==> config.mk <==
export PLATFORM = sky130hd
export DESIGN_NAME = writeback_queue
export DESIGN_NICKNAME = d
export VERILOG_FILES = /design/src/rtl/writeback_queue.sv
export SDC_FILE = /design/constraint.sdc
export NUM_CORES = 1
export LEC_CHECK = 0
export CAP_MARGIN = 20
export CORE_MARGIN = 2
export CORE_UTILIZATION = 40
export DETAILED_ROUTE_END_ITERATION = 10
export DONT_BUFFER_PORTS = 1
export GPL_TIMING_DRIVEN = 0
export PLACE_DENSITY = 0.57
export SKIP_LAST_GASP = 1
export SLEW_MARGIN = 10
export SYNTH_ARGS = -nofsm -noshare
export SYNTH_HDL_FRONTEND = slang
export SYNTH_SLANG_ARGS = --single-unit
export TNS_END_PERCENT = 100
==> constraint.sdc <==
create_clock -name clk -period 4.05 [get_ports clk]
set_clock_uncertainty 0.2 [all_clocks]
set_input_delay 0.6075 -clock clk [delete_from_list [all_inputs] [get_ports clk]]
set_output_delay 0.6075 -clock clk [all_outputs]
set_load 0.02 [all_outputs]
==> src/rtl/writeback_queue.sv <==
// writeback_queue: in-order pending-write FIFO between the load/ALU result
// producers and the single register-file write port, with a decode-side
// forwarding lookup over all pending entries.
//
// Ports:
//   clk, rst                   clock, synchronous active-high reset
//   mem_valid/mem_rd/mem_data  load-unit result offer (fixed priority)
//   mem_ready                  load offer accepted this cycle
//   alu_valid/alu_rd/alu_data  ALU result offer
//   alu_ready                  ALU offer accepted this cycle
//   wb_stall                   register-file write port busy; hold head
//   we/rd/wd                   register-file write port
//   fwd_rs                     register looked up by decode
//   fwd_hit/fwd_data           youngest pending value for fwd_rs
//   count                      number of pending entries
module writeback_queue #(
    parameter int unsigned DEPTH = 4
) (
    input  logic                     clk,
    input  logic                     rst,
    input  logic                     mem_valid,
    input  logic [4:0]               mem_rd,
    input  logic [31:0]              mem_data,
    output logic                     mem_ready,
    input  logic                     alu_valid,
    input  logic [4:0]               alu_rd,
    input  logic [31:0]              alu_data,
    output logic                     alu_ready,
    input  logic                     wb_stall,
    output logic                     we,
    output logic [4:0]               rd,
    output logic [31:0]              wd,
    input  logic [4:0]               fwd_rs,
    output logic                     fwd_hit,
    output logic [31:0]              fwd_data,
    output logic [$clog2(DEPTH):0]   count
);

    localparam int unsigned AW = $clog2(DEPTH);
    localparam int unsigned CW = AW + 1;
    localparam int unsigned RW = 5;
    localparam int unsigned DW = 32;

    // Pointer / occupancy state
    logic [AW-1:0] head_q, head_d;
    logic [AW-1:0] tail_q, tail_d;
    logic [CW-1:0] count_q, count_d;

    // Entry storage; contents are don't-care while not valid
    logic [RW-1:0] entry_rd_q   [DEPTH];
    logic [DW-1:0] entry_data_q [DEPTH];

    logic          full;
    logic          empty;
    logic          mem_xfer;
    logic          alu_xfer;
    logic          push;
    logic          pop;
    logic [RW-1:0] push_rd;
    logic [DW-1:0] push_data;
    logic [AW-1:0] fwd_idx;

    // Status flags come from registered count only
    assign full  = (count_q == CW'(DEPTH));
    assign empty = (count_q == '0);

    // Load has fixed priority over the ALU for the single push slot
    assign mem_ready = !full;
    assign alu_ready = !full && !mem_valid;
    assign mem_xfer  = mem_valid && mem_ready;
    assign alu_xfer  = alu_valid && alu_ready;

    // Select the accepted offer; writes to x0 are accepted but dropped
    always_comb begin
        push_rd   = '0;
        push_data = '0;
        if (mem_xfer) begin
            push_rd   = mem_rd;
            push_data = mem_data;
        end else if (alu_xfer) begin
            push_rd   = alu_rd;
            push_data = alu_data;
        end
    end

    assign push = (mem_xfer || alu_xfer) && (push_rd != '0);

    // Register-file write port presents the head entry
    assign we  = !empty && !wb_stall;
    assign rd  = empty ? '0 : entry_rd_q[head_q];
    assign wd  = empty ? '0 : entry_data_q[head_q];
    assign pop = we;

    assign count = count_q;

    // Next-state for pointers and occupancy
    always_comb begin
        head_d  = head_q;
        tail_d  = tail_q;
        count_d = count_q;
        if (push) begin
            tail_d = tail_q + AW'(1);
        end
        if (pop) begin
            head_d = head_q + AW'(1);
        end
        case ({push, pop})
            2'b10:   count_d = count_q + CW'(1);
            2'b01:   count_d = count_q - CW'(1);
            default: count_d = count_q;
        endcase
    end

    // Pointer / occupancy registers
    always_ff @(posedge clk) begin
        if (rst) begin
            head_q  <= '0;
            tail_q  <= '0;
            count_q <= '0;
        end else begin
            head_q  <= head_d;
            tail_q  <= tail_d;
            count_q <= count_d;
        end
    end

    // Entry write at the tail; reset suppresses a same-cycle transfer
    always_ff @(posedge clk) begin
        if (!rst && push) begin
            entry_rd_q[tail_q]   <= push_rd;
            entry_data_q[tail_q] <= push_data;
        end
    end

    // Forwarding: scan oldest to youngest so the youngest match wins
    always_comb begin
        fwd_hit  = 1'b0;
        fwd_data = '0;
        fwd_idx  = '0;
        for (int i = 0; i < int'(DEPTH); i++) begin
            fwd_idx = head_q + AW'(i);
            if ((CW'(i) < count_q) && (fwd_rs != '0) &&
                (entry_rd_q[fwd_idx] == fwd_rs)) begin
                fwd_hit  = 1'b1;
                fwd_data = entry_data_q[fwd_idx];
            end
        end
    end

endmodule

After elaboration in Yosys (flattened, before gate mapping):

Memories as Yosys holds them, arrays and structs flattened. A register that Yosys moved wholly into a read port is not among the register bits.
Cells that the tools add are included.

* register bits after elaboration: 7
* bits in writable memories: 148
* output and inout bits: 76
* logic and storage cells: 67
* memories: 2

* $add $sub $neg: 6
* magnitude comparators: 4
* eq/ne operators: 7
* mux-type cells: 21
* reductions and logical operators: 24

Memory list
* entry_data_q: words 4, width 32, read ports 4, clocked after Yosys merged registers in 1, write ports 1, line 51 `logic [DW-1:0] entry_data_q [DEPTH];`
* entry_rd_q: words 4, width 5, read ports 4, clocked after Yosys merged registers in 1, write ports 1, line 50 `logic [RW-1:0] entry_rd_q [DEPTH];`

Operator list (number)
* two-way mux 32 bit: 7
* equality test 5 bit: 4
* two-way mux 5 bit: 3
* logical AND 1 bit: 14
* nonzero test 5 bit: 2
* two-way mux 2 bit: 4
* less-than comparator 1 x 3 -> 1 bit (first input constant): 2
* less-than comparator 2 x 3 -> 1 bit (first input constant): 2
* two-way mux 1 bit: 6
* one-hot mux 3 bit (2 select lines): 1
* zero test 1 bit: 5
* adder 2 x 1 -> 2 bit (second input constant): 2
* adder 2 bit (second input constant): 2
* adder 3 x 1 -> 3 bit (second input constant): 1
* equality test 3 bit (second input constant): 1
* zero test 3 bit: 1
* subtractor 3 x 1 -> 3 bit (second input constant): 1
* equality test 2 x 1 -> 1 bit (second input constant): 1
* equality test 2 bit (second input constant): 1
* nonzero test 2 bit: 1
* logical OR 1 bit: 1

Logic depth before layout (Yosys ltp):

* word-level depth: 11
* gate-level depth with buffers: 11
* mapped depth without buffers: 9

Worst setup path after synthesis:

No wires, ideal clock.

* path type: input to output
* start point: in fwd_rs[0]
* end point: out fwd_data[3]
* arrival time: 2.757 ns
* slack: 0.485 ns
* stages: 9
* path through: clkbuf_1 -> nor3_1 -> nand2_1 -> o211ai_1 -> or2_2 -> clkbuf_1 -> clkbuf_1 -> a31oi_1 -> a221oi_1

* longest elaborated chain between the ends: 7

Ends and longest elaborated chain
* start: declaration: line 33 `input logic [4:0] fwd_rs,`
* nonzero test 5 bit: line 142 `if ((CW'(i) < count_q) && (fwd_rs != '0) &&`
* logical AND 1 bit (2 in series): line 142
* two-way mux 32 bit (3 in series): line 142
* two-way mux 32 bit (*): line 142
* end: declaration: line 35 `output logic [31:0] fwd_data,`

Every way passes the cells marked *; elsewhere a longest branch is shown, timed or not.

Final worst setup path:

* start point: reg head_q[0]
* end point: out fwd_data[25]

* longest elaborated chain between the ends: 7

Ends and longest elaborated chain
* start: declaration: line 45 `logic [AW-1:0] head_q, head_d;`
* start signal: assignment: line 117 `head_q <= '0;`
* start signal: assignment: line 121 `head_q <= head_d;`
* adder 2 x 1 -> 2 bit: line 141 `fwd_idx = head_q + AW'(i);`
* memory (4 x 5 bit)
* equality test 5 bit: line 143 `(entry_rd_q[fwd_idx] == fwd_rs)) begin`
* logical AND 1 bit: line 142
* two-way mux 32 bit (2 in series): line 142
* two-way mux 32 bit (*): line 142

Marks and branches as above.

==> impl_metrics.json <==
{
  "outcome": "complete, but fails checks",
  "violations": "setup timing",
  "grt_pass1_wl_mm": 46.7,
  "fp.dieW_um": 165,
  "drive_above_1_share_pct": 28.0,
  "final_common_cell": "edfxtp_1",
  "synthesis.nets": 940,
  "final_core_util_pct": 48.0,
  "p_leak_uw": 0.00384,
  "cts_tree": "yes",
  "setup_slack_ns": -0.0318,
  "slowest_stage": "mux4_2",
  "wirelength_mm": 31.5,
  "hold_viol": 0,
  "yosysTopAreaCell": "edfxtp_1",
  "start_util_pct": 40.9,
  "numCtsBuffers": 17,
  "nets": 985,
  "first_pass_iters": 5,
  "vias": 7691,
  "avgSynthCellArea_sq_um": 12.2,
  "ir_drop_mv": 0.249,
  "start_kind": "flip-flop",
  "rsz0062_at_grt": "yes",
  "grt_usage_pct": 23.4,
  "dieArea_sq_um": 27200,
  "crit_path_end_kind": "output port",
  "synth.area.top_cells": "edfxtp_1, mux4_2, nor2_1",
  "io_pins": 160,
  "cap_violations": 0,
  "drt-initial-drc-count": 749,
  "finalSetupViolCount": 7,
  "areaGrowthSynthToFinish_pct": 17.3,
  "multi_input_area_sq_um": 5680,
  "yosys.cell_types.count": 40,
  "synth_edf_count": 148,
  "arrival_ns": 3.27,
  "worst_slew_pin_slew_ns": 0.980,
  "synth_area_sq_um": 10400,
  "io_buffers": 0,
  "regArea_sq_um": 4630,
  "cts_max_path_buffers": 2,
  "htree_levels": 4,
  "clock-sinks": 157,
  "drc": 0,
  "ys_warn_count": 0,
  "ant_nets": 0,
  "coreArea_sq_um": 25300,
  "slew_viol_final": 0,
  "die_h_um": 165,
  "viasPerCell": 6.23,
  "rows": 58,
  "wl_per_cell_um": 25.5,
  "layout_common_cells": "edfxtp_1, nor2_1, mux4_2",
  "critPathBufInv": 4,
  "min_period_ns": 4.08,
  "total_power_uw": 7420,
  "fill_cells": 2222,
  "clkTransAtPathRegs_ns": 0.06,
  "grt_pass1_vias": 7806,
  "async_flop_share_pct": 0,
  "p_per_area_nw_per_um2": 610,
  "syn_inst": 847,
  "max_stage_delay_ns": 0.49,
  "clock-root-buffer": "clkbuf_16",
  "min_path_type": "in -> reg",
  "cp.required_ns": 3.24,
  "ys.flop_type": "edfxtp_1",
  "crit_family": "compound AO/OA/AOI/OAI gates",
  "grt_max_degree": 26,
  "overflow": 0,
  "antenna_found_initial": 0,
  "diodes": 0,
  "cp_cell_sequence": "buf_8 -> buf_12 -> mux4_2 -> xor2_1 -> or3_4 -> a211oi_4 -> buf_4 -> nor2_4 -> clkbuf_16 -> a221oi_4",
  "gp_congestion": 0.818,
  "yosys.area.top_type_share_pct": 42.9,
  "hpwl_mm": 21.6,
  "fmax_mhz": 245,
  "worstSetupPathType": "reg -> out",
  "min_period_over_period_pct": 101,
  "crit_fanout": 8,
  "slew_headroom_pct": 34.6,
  "clock_latency_ns": 0.44,
  "synth_seq_cells": 157,
  "seq_area_frac_synth_pct": 44.6
}
## final timing paths
path                          start                       endpoint  slack (ns)  depth (start not counted)
max reg2reg   count[0]$_SDFFE_PP0P_   entry_data_q[2][1]$_DFFE_PP_        0.46                          9
min reg2reg  tail_q[1]$_SDFFE_PP0P_         tail_q[1]$_SDFFE_PP0P_        0.39                          2
max          head_q[0]$_SDFFE_PP0P_                   fwd_data[25]       -0.03                         10
min                    mem_data[14]  entry_data_q[1][14]$_DFFE_PP_        0.25                          1
## layer usage
metal / up-vias / global-route usage [%] / wire length (um)
li1: 3424 / - / -
met3: 43 / 6.10 / 2450
met5: - / 0 / 0
met1: 3895 / 29.9 / 13000
met2: 329 / 39.1 / 15400
met4: 0 / 7.35 / 661
## repair_timing
item                       CTS  global route
setup endpoints to repair   33            32
hold buffers                 0             0
resized for setup           63            40
buffers inserted             7            14
gates cloned                 0             3
pin swaps                   13            10
hold endpoints to repair     0             0
## per-stage QoR
stage	hold slack, ns	setup TNS, ns	instances	cell area (sq um)	worst slack (ns)
2_1_floorplan	0.318	0	847	10400	0.485
3_3_place_gp	0.362	-64.13	1177	10800	-0.537
3_5_place_dp	0.389	-7.82	1181	10900	-0.520
4_1_cts	0.239	-0.171	1219	11900	-0.0301
5_1_grt	0.247	-1.17	1235	12200	-0.0764
6_report	0.252	-0.0841	1235	12200	-0.0318
## power by group
part / internal, uW / switching, uW
clock network: 1030 / 626
registers: 2010 / 148
logic: 1450 / 2160
total: 4490 / 2930
## Yosys cell counts, types with 3 or more instances
cell / count
xnor2_1: 17
a221oi_1: 6
xor2_1: 8
dfxtp_1: 9
ha_1: 9
clkbuf_1: 57
inv_1: 5
nor3_1: 34
mux4_2: 82
buf_6: 4
a31oi_1: 32
o211ai_1: 15
a211oi_1: 3
a21oi_1: 62
buf_1: 9
and2_1: 44
or2_2: 3
nand2_1: 11
a22o_1: 32
a221oi_2: 19
edfxtp_1: 148
nand3_1: 8
nor2_1: 123
a22oi_1: 5
mux2_2: 32
buf_2: 16
mux2i_1: 38
## flip-flops by register name, summed over array words and instances, names as in the netlist, named ones only
name	count
head_q	2
count	3
tail_q	2
entry_data_q	128
entry_rd_q	20
## cells by family (layout without fill, tap and decap cells)
group,after synthesis,count (layout),synth area share (%)
fa+ha+maj,9,9,1.09
mux,152,152,25.0
xor+xnor,25,25,2.11
compound gates,178,178,12.9
flops,157,157,44.6
simple gates,235,235,10.5
buf+inv,91,149,3.78
## layout make-up
class | count | share of cell area, %
sequential | 157 | 38.0
multi-input combinational | 599 | 46.7
tap | 330 | 3.39
timing repair buffer | 28 | 2.70
clock buffer | 21 | 3.62
clock inverter | 11 | 1.38
inverter | 5 | 0.154
buffer | 84 | 3.98
(Power assumes the default switching activity.)
==> edit 1, RTL diff (same settings) <==
Register the output `count` once more; this adds one clock of latency there. The other outputs are not delayed to match. Comments in the files are not updated.
--- a/src/rtl/writeback_queue.sv
+++ b/src/rtl/writeback_queue.sv
@@ -91,7 +91,9 @@
     assign wd  = empty ? '0 : entry_data_q[head_q];
     assign pop = we;
 
-    assign count = count_q;
+    always_ff @(posedge clk) begin
+        count <= count_q;
+    end
 
     // Next-state for pointers and occupancy
     always_comb begin
Function: changed (Yosys sat finds a counterexample within 4 cycles, from zero or initial values and one cycle with rst high).
==> edit 1 against the unedited design <==
Sequential cell count rose by 3. Die area rose by 3.7%. Sequential share of layout area rose by 1.2 points. Area after synthesis rose by 3.7%. Combinational power fell by 6.4%. Wire length fell by 1.7%. Setup slack improved by 0.18 ns. Power fell by 3.0%. Final area fell by 1.8%. Synthesized cell count rose by 0.83%. Critical path type unchanged. Critical endpoint is now fwd_data[4]. Highest routed layer unchanged.
==> edit 1: results (changes against the unedited design) <==
- Share of post-route cells with drive strength above 1: 24.4% (-3.5 points)
- Synth async-reset ratio: 0% (unchanged)
- NetSw: 0.00294 W (+0.42%)
- Clk pwr share: 22.6% (+0.3 points)
- Hold Path Class: reg -> reg
- Total vias in the final route: 7572 (-1.5%)
- Synth top area cells: edfxtp_1 (41%), mux4_2 (17%), mux2i_1 (6.8%), o221ai_2 (3.9%), nand2_1 (3.5%)
- Most frequent cells after synthesis: edfxtp_1 (148), nand2_1 (99), mux4_2 (82)
- CP max FO: 10 (+2)
- DRT Wirelength: 31000 um (-1.7%)
- Pre-CTS setup slack: -0.0352 ns (+0.485 ns)
- Inserted Clock Buffers: 17 (unchanged)
- CP max stage cell: a21o_1
- Register area: 0.00469 sq mm (+1.2%)
- Leak: 3.57 nW (-6.9%)
- CP arrival: 3.09 ns (-0.18 ns)
- Post-DP HPWL: 22100 um (+2.4%)
- Sw Ratio: 40.9% (+1.4 points)
- Sequential area share after synthesis: 43.6% (-1.0 points)
- Clock transition at path regs: 0.07 ns
- Synth Area in XOR/XNOR: 1.95% (-0.16 points)
- Vias/cell: 6.14 (-1.4%)
- Adder-cell share of the synthesized area: 1.05% (-0.039 points)
- Worst IR drop on VDD: 0.425 mV (+71%)
- Largest net degree at the start of global routing: 26 (unchanged)
- Post-DP Area: 0.0113 sq mm (+3.7%)
- CP delay by family, top: compound AO/OA/AOI/OAI gates
- CP max stage delay: 0.39 ns (-0.10 ns)
- Synth Area in Compound Gates: 11.5% (-1.4 points)
- Nets@finish: 972 (-1.3%)
- Post-Syn Instances: 854 (+0.83%)
- Drt pass-1 iters: 7 (+2)
- Global-route wire length before repair: 47000 um (+0.59%)
- Total GRT Usage: 22.3% (-1.1 points)
- Relative slew margins: 34.4% (-0.21 points)
- Routability-driven placement congestion ratio: 0.822 (+0.45%)
- Mux share of post-synthesis cell area: 27.3% (+2.4 points)
- H-tree depth: 4 (unchanged)
- Comb group: 0.00338 W (-6.4%)
- FILL cells: 2413 (+8.6%)
- Initial detailed-routing violation count: 626 (-16%)
- Post-synth cell types: 42 (+5.0%)
- Outcome: finished, final reports clean
- Clk_lat worst skew: 0.44 ns (about the same)
- Placed Instances: 1199 (+1.5%)
- Synthesized Nets: 947 (+0.74%)
[edit 1: routing by layer]
metal / vias up / track usage, % / part of all wire, %
li1: 3427 / - / -
met1: 3815 / 28.6 / 41
met2: 291 / 37.1 / 49
met3: 39 / 5.71 / 7.8
met4: 0 / 7.60 / 2.3
met5: - / 0 / 0
[edit 1: timing repair]
action / CTS / global route
resized for setup: 9 / 21
setup buffers: 0 / 3
setup endpoints to repair: 32 / 32
gates cloned: 0 / 0
pin swaps: 1 / 2
[edit 1: final timing paths]
kind,from,end,slack (ns),cells after the start
hold reg to reg,count_q[1],count[1],0.21,0
hold / removal,count_q[1],count[1],0.21,0
setup reg to reg,count_q[0],entry_data_q[1][3],0.58,9
setup / recovery,head_q[0],fwd_data[4],0.15,9
[edit 1: cell type report]
cell class                 count  area share [%]
multi-input combinational    602            47.5
sequential                   160            39.2
tap                          341            3.57
clock buffer                  17            3.56
buffer                        85            3.55
clock inverter                15            1.42
timing repair buffer           7           0.963
inverter                       6           0.188
==> edit 2, RTL diff (same flow settings) <==
Made on the original files. The parameter `DEPTH` goes from 4 to 2.
--- a/src/rtl/writeback_queue.sv
+++ b/src/rtl/writeback_queue.sv
@@ -14,7 +14,7 @@
 //   fwd_hit/fwd_data           youngest pending value for fwd_rs
 //   count                      number of pending entries
 module writeback_queue #(
-    parameter int unsigned DEPTH = 4
+    parameter int unsigned DEPTH = 2
 ) (
     input  logic                     clk,
     input  logic                     rst,
Interface: changed (resized count); port bits go from 160 to 159. The function was not compared with the original's and may differ.
==> edit 2 against the unedited design <==
Sequential cell count shrank 78. Largest power group unchanged. Core utilization shrank 2.3 points. Setup slack gained 0.19 ns. Highest routed layer unchanged. Final area shrank 57%. Power shrank 54%. Area after synthesis shrank 55%. Sequential power shrank 46%. Wire length shrank 59%.
==> edit 2: results (changes against the unedited design) <==
- Final Non-Filler Cells: 545 (-56%)
- WHS: 0.129 ns (-0.123 ns)
- Outcome: finished, final reports clean
- Drt pass-1 iters: 4 (-1)
- Post-synth cell types: 28 (-30%)
- Global-route wire length before repair: 19300 um (-59%)
- Routability-driven placement congestion ratio: 0.820 (+0.21%)
- DRT Wirelength: 13000 um (-59%)
- Post-Syn Instances: 382 (-55%)
- Vias/cell: 6.01 (-3.5%)
- Slew @ Worst Pin: 0.945 ns (-0.0359 ns)
- Vias in the first global route: 3297 (-58%)
- Sequential area share after synthesis: 50.2% (+5.6 points)
- Max reg flops: 64 (-50%)
- Post-CTS setup buffer count: 0 (-7)
- Core area: 0.0114 sq mm (-55%)
- Worst IR drop on VDD: 0.240 mV (-3.5%)
- CP max FO: 10 (+2)
- Initial antenna violation count: 0 (unchanged)
- Synth async-reset ratio: 0% (unchanged)
- Final setup vio count: 0 (-7)
- Crit path to: fwd_data[30]
- Placed Instances: 529 (-55%)
- Number of synthesized flops with an enable pin: 74 (-50%)
- Synth top area cells: edfxtp_1 (48%), mux2i_1 (23%), a22o_1 (6.1%), nand4_1 (4.5%), nor2_1 (3.7%)
- Top_reg_cell synth: edfxtp_1
- Synthesized Nets: 470 (-50%)
- Clk_lat worst skew: 0.34 ns (-0.10 ns)
- R2R setup slack: 0.87 ns (+0.41 ns)
- Register-to-Register Path Depth: 8 (-1)
- Most flops, register: entry_data_q
- Leak: 1.70 nW (-56%)
- Antenna Cells: 0 (unchanged)
- # resized after CTS: 0 (-100%)
- Initial detailed-routing violation count: 138 (-82%)
- Largest net degree at the start of global routing: 16 (-38%)
- Nets@finish: 485 (-51%)
- Inserted Clock Buffers: 9 (-8)
- Post-DP HPWL: 9190 um (-57%)
- Pre-CTS setup slack: 0.517 ns (+1.04 ns)
- Worst r2r dst: entry_data_q[0][11]
- Share of post-route cells with drive strength above 1: 8.71% (-19 points)
- Total GRT Usage: 20.7% (-2.7 points)
- H-tree depth: 3 (-1)
- Most frequent cells after synthesis: mux2i_1 (105), edfxtp_1 (74), nor2_1 (46)
- Reg2reg start: count[0]
- Critical path origin: count[1]
- F_max: 257 MHz (+4.8%)
## edit 2: cell types whose count changed after synthesis, sizes merged, moves of 31 or more
cell and change:
nor2 -78, mux4 -82, edfxtp -74, mux2 -32
mux2i +68, clkbuf -36, a21oi -57, nor3 -32
a31oi -32, nand4 +31, and2 -43
## edit 2: cells by family after synthesis
family                     share of synthesized area, %
muxes                                              23.0
adders and majority gates                          1.08
AOI/OAI and AO/OA                                  7.06
buffers and inverters                              4.30
and+or+nand+nor                                    11.7
DFF                                                50.2
xor gates and xnor gates                           2.65
## edit 2: report_power, final
| group | switching [W] | total, W | internal [W] |
|---|---|---|---|
| combinational | 0.00101 | 0.00143 | 0.000421 |
| sequential | 0.0000823 | 0.00117 | 0.00109 |
| clock | 0.000304 | 0.000839 | 0.000534 |
| total | 0.00140 | 0.00345 | 0.00205 |
## edit 2: final cells by class
type                       instances  area [sq um]
fill                            1068          6170
sequential                        79          2320
multi-input combinational        266          2140
clock buffer                      11           233
buffer                            34           188
tap                              143           179
clock inverter                     5          72.6
timing repair buffer               4          60.1
inverter                           3          11.3
## edit 2: through the flow
step / area (sq um) / power (W)
floorplan: 4640 / 0.00226
global placement: 4820 / 0.00257
detailed placement: 4900 / 0.00263
CTS: 5200 / 0.00347
global route: 5200 / 0.00362
finish: 5200 / 0.00345
## edit 2: how the worst min path moves through the flow
stage               startpoint        to  depth (start not counted)
finish                     rst  count[0]                          1
global route               rst    head_q                          1
CTS                        rst  count[0]                          1
detailed placement      tail_q    tail_q                          2
global placement        tail_q    tail_q                          2
floorplan               tail_q    tail_q                          2
## edit 2: per-layer routing
| layer | GRT usage [%] | wire (um) |
|---|---|---|
| met5 | 0 | 0 |
| met4 | 9.30 | 371 |
| met3 | 5.72 | 976 |
| met2 | 36.1 | 6540 |
| met1 | 23.8 | 5110 |
## edit 2: critical path, stage by stage (launching register included)
cell and delay, ns:
dfxtp_1 0.49, inv_1 0.16, ha_1 0.24, clkbuf_1 0.30
clkbuf_1 0.35, nor2_1 0.52, nand4_1 0.19, mux2i_1 0.49
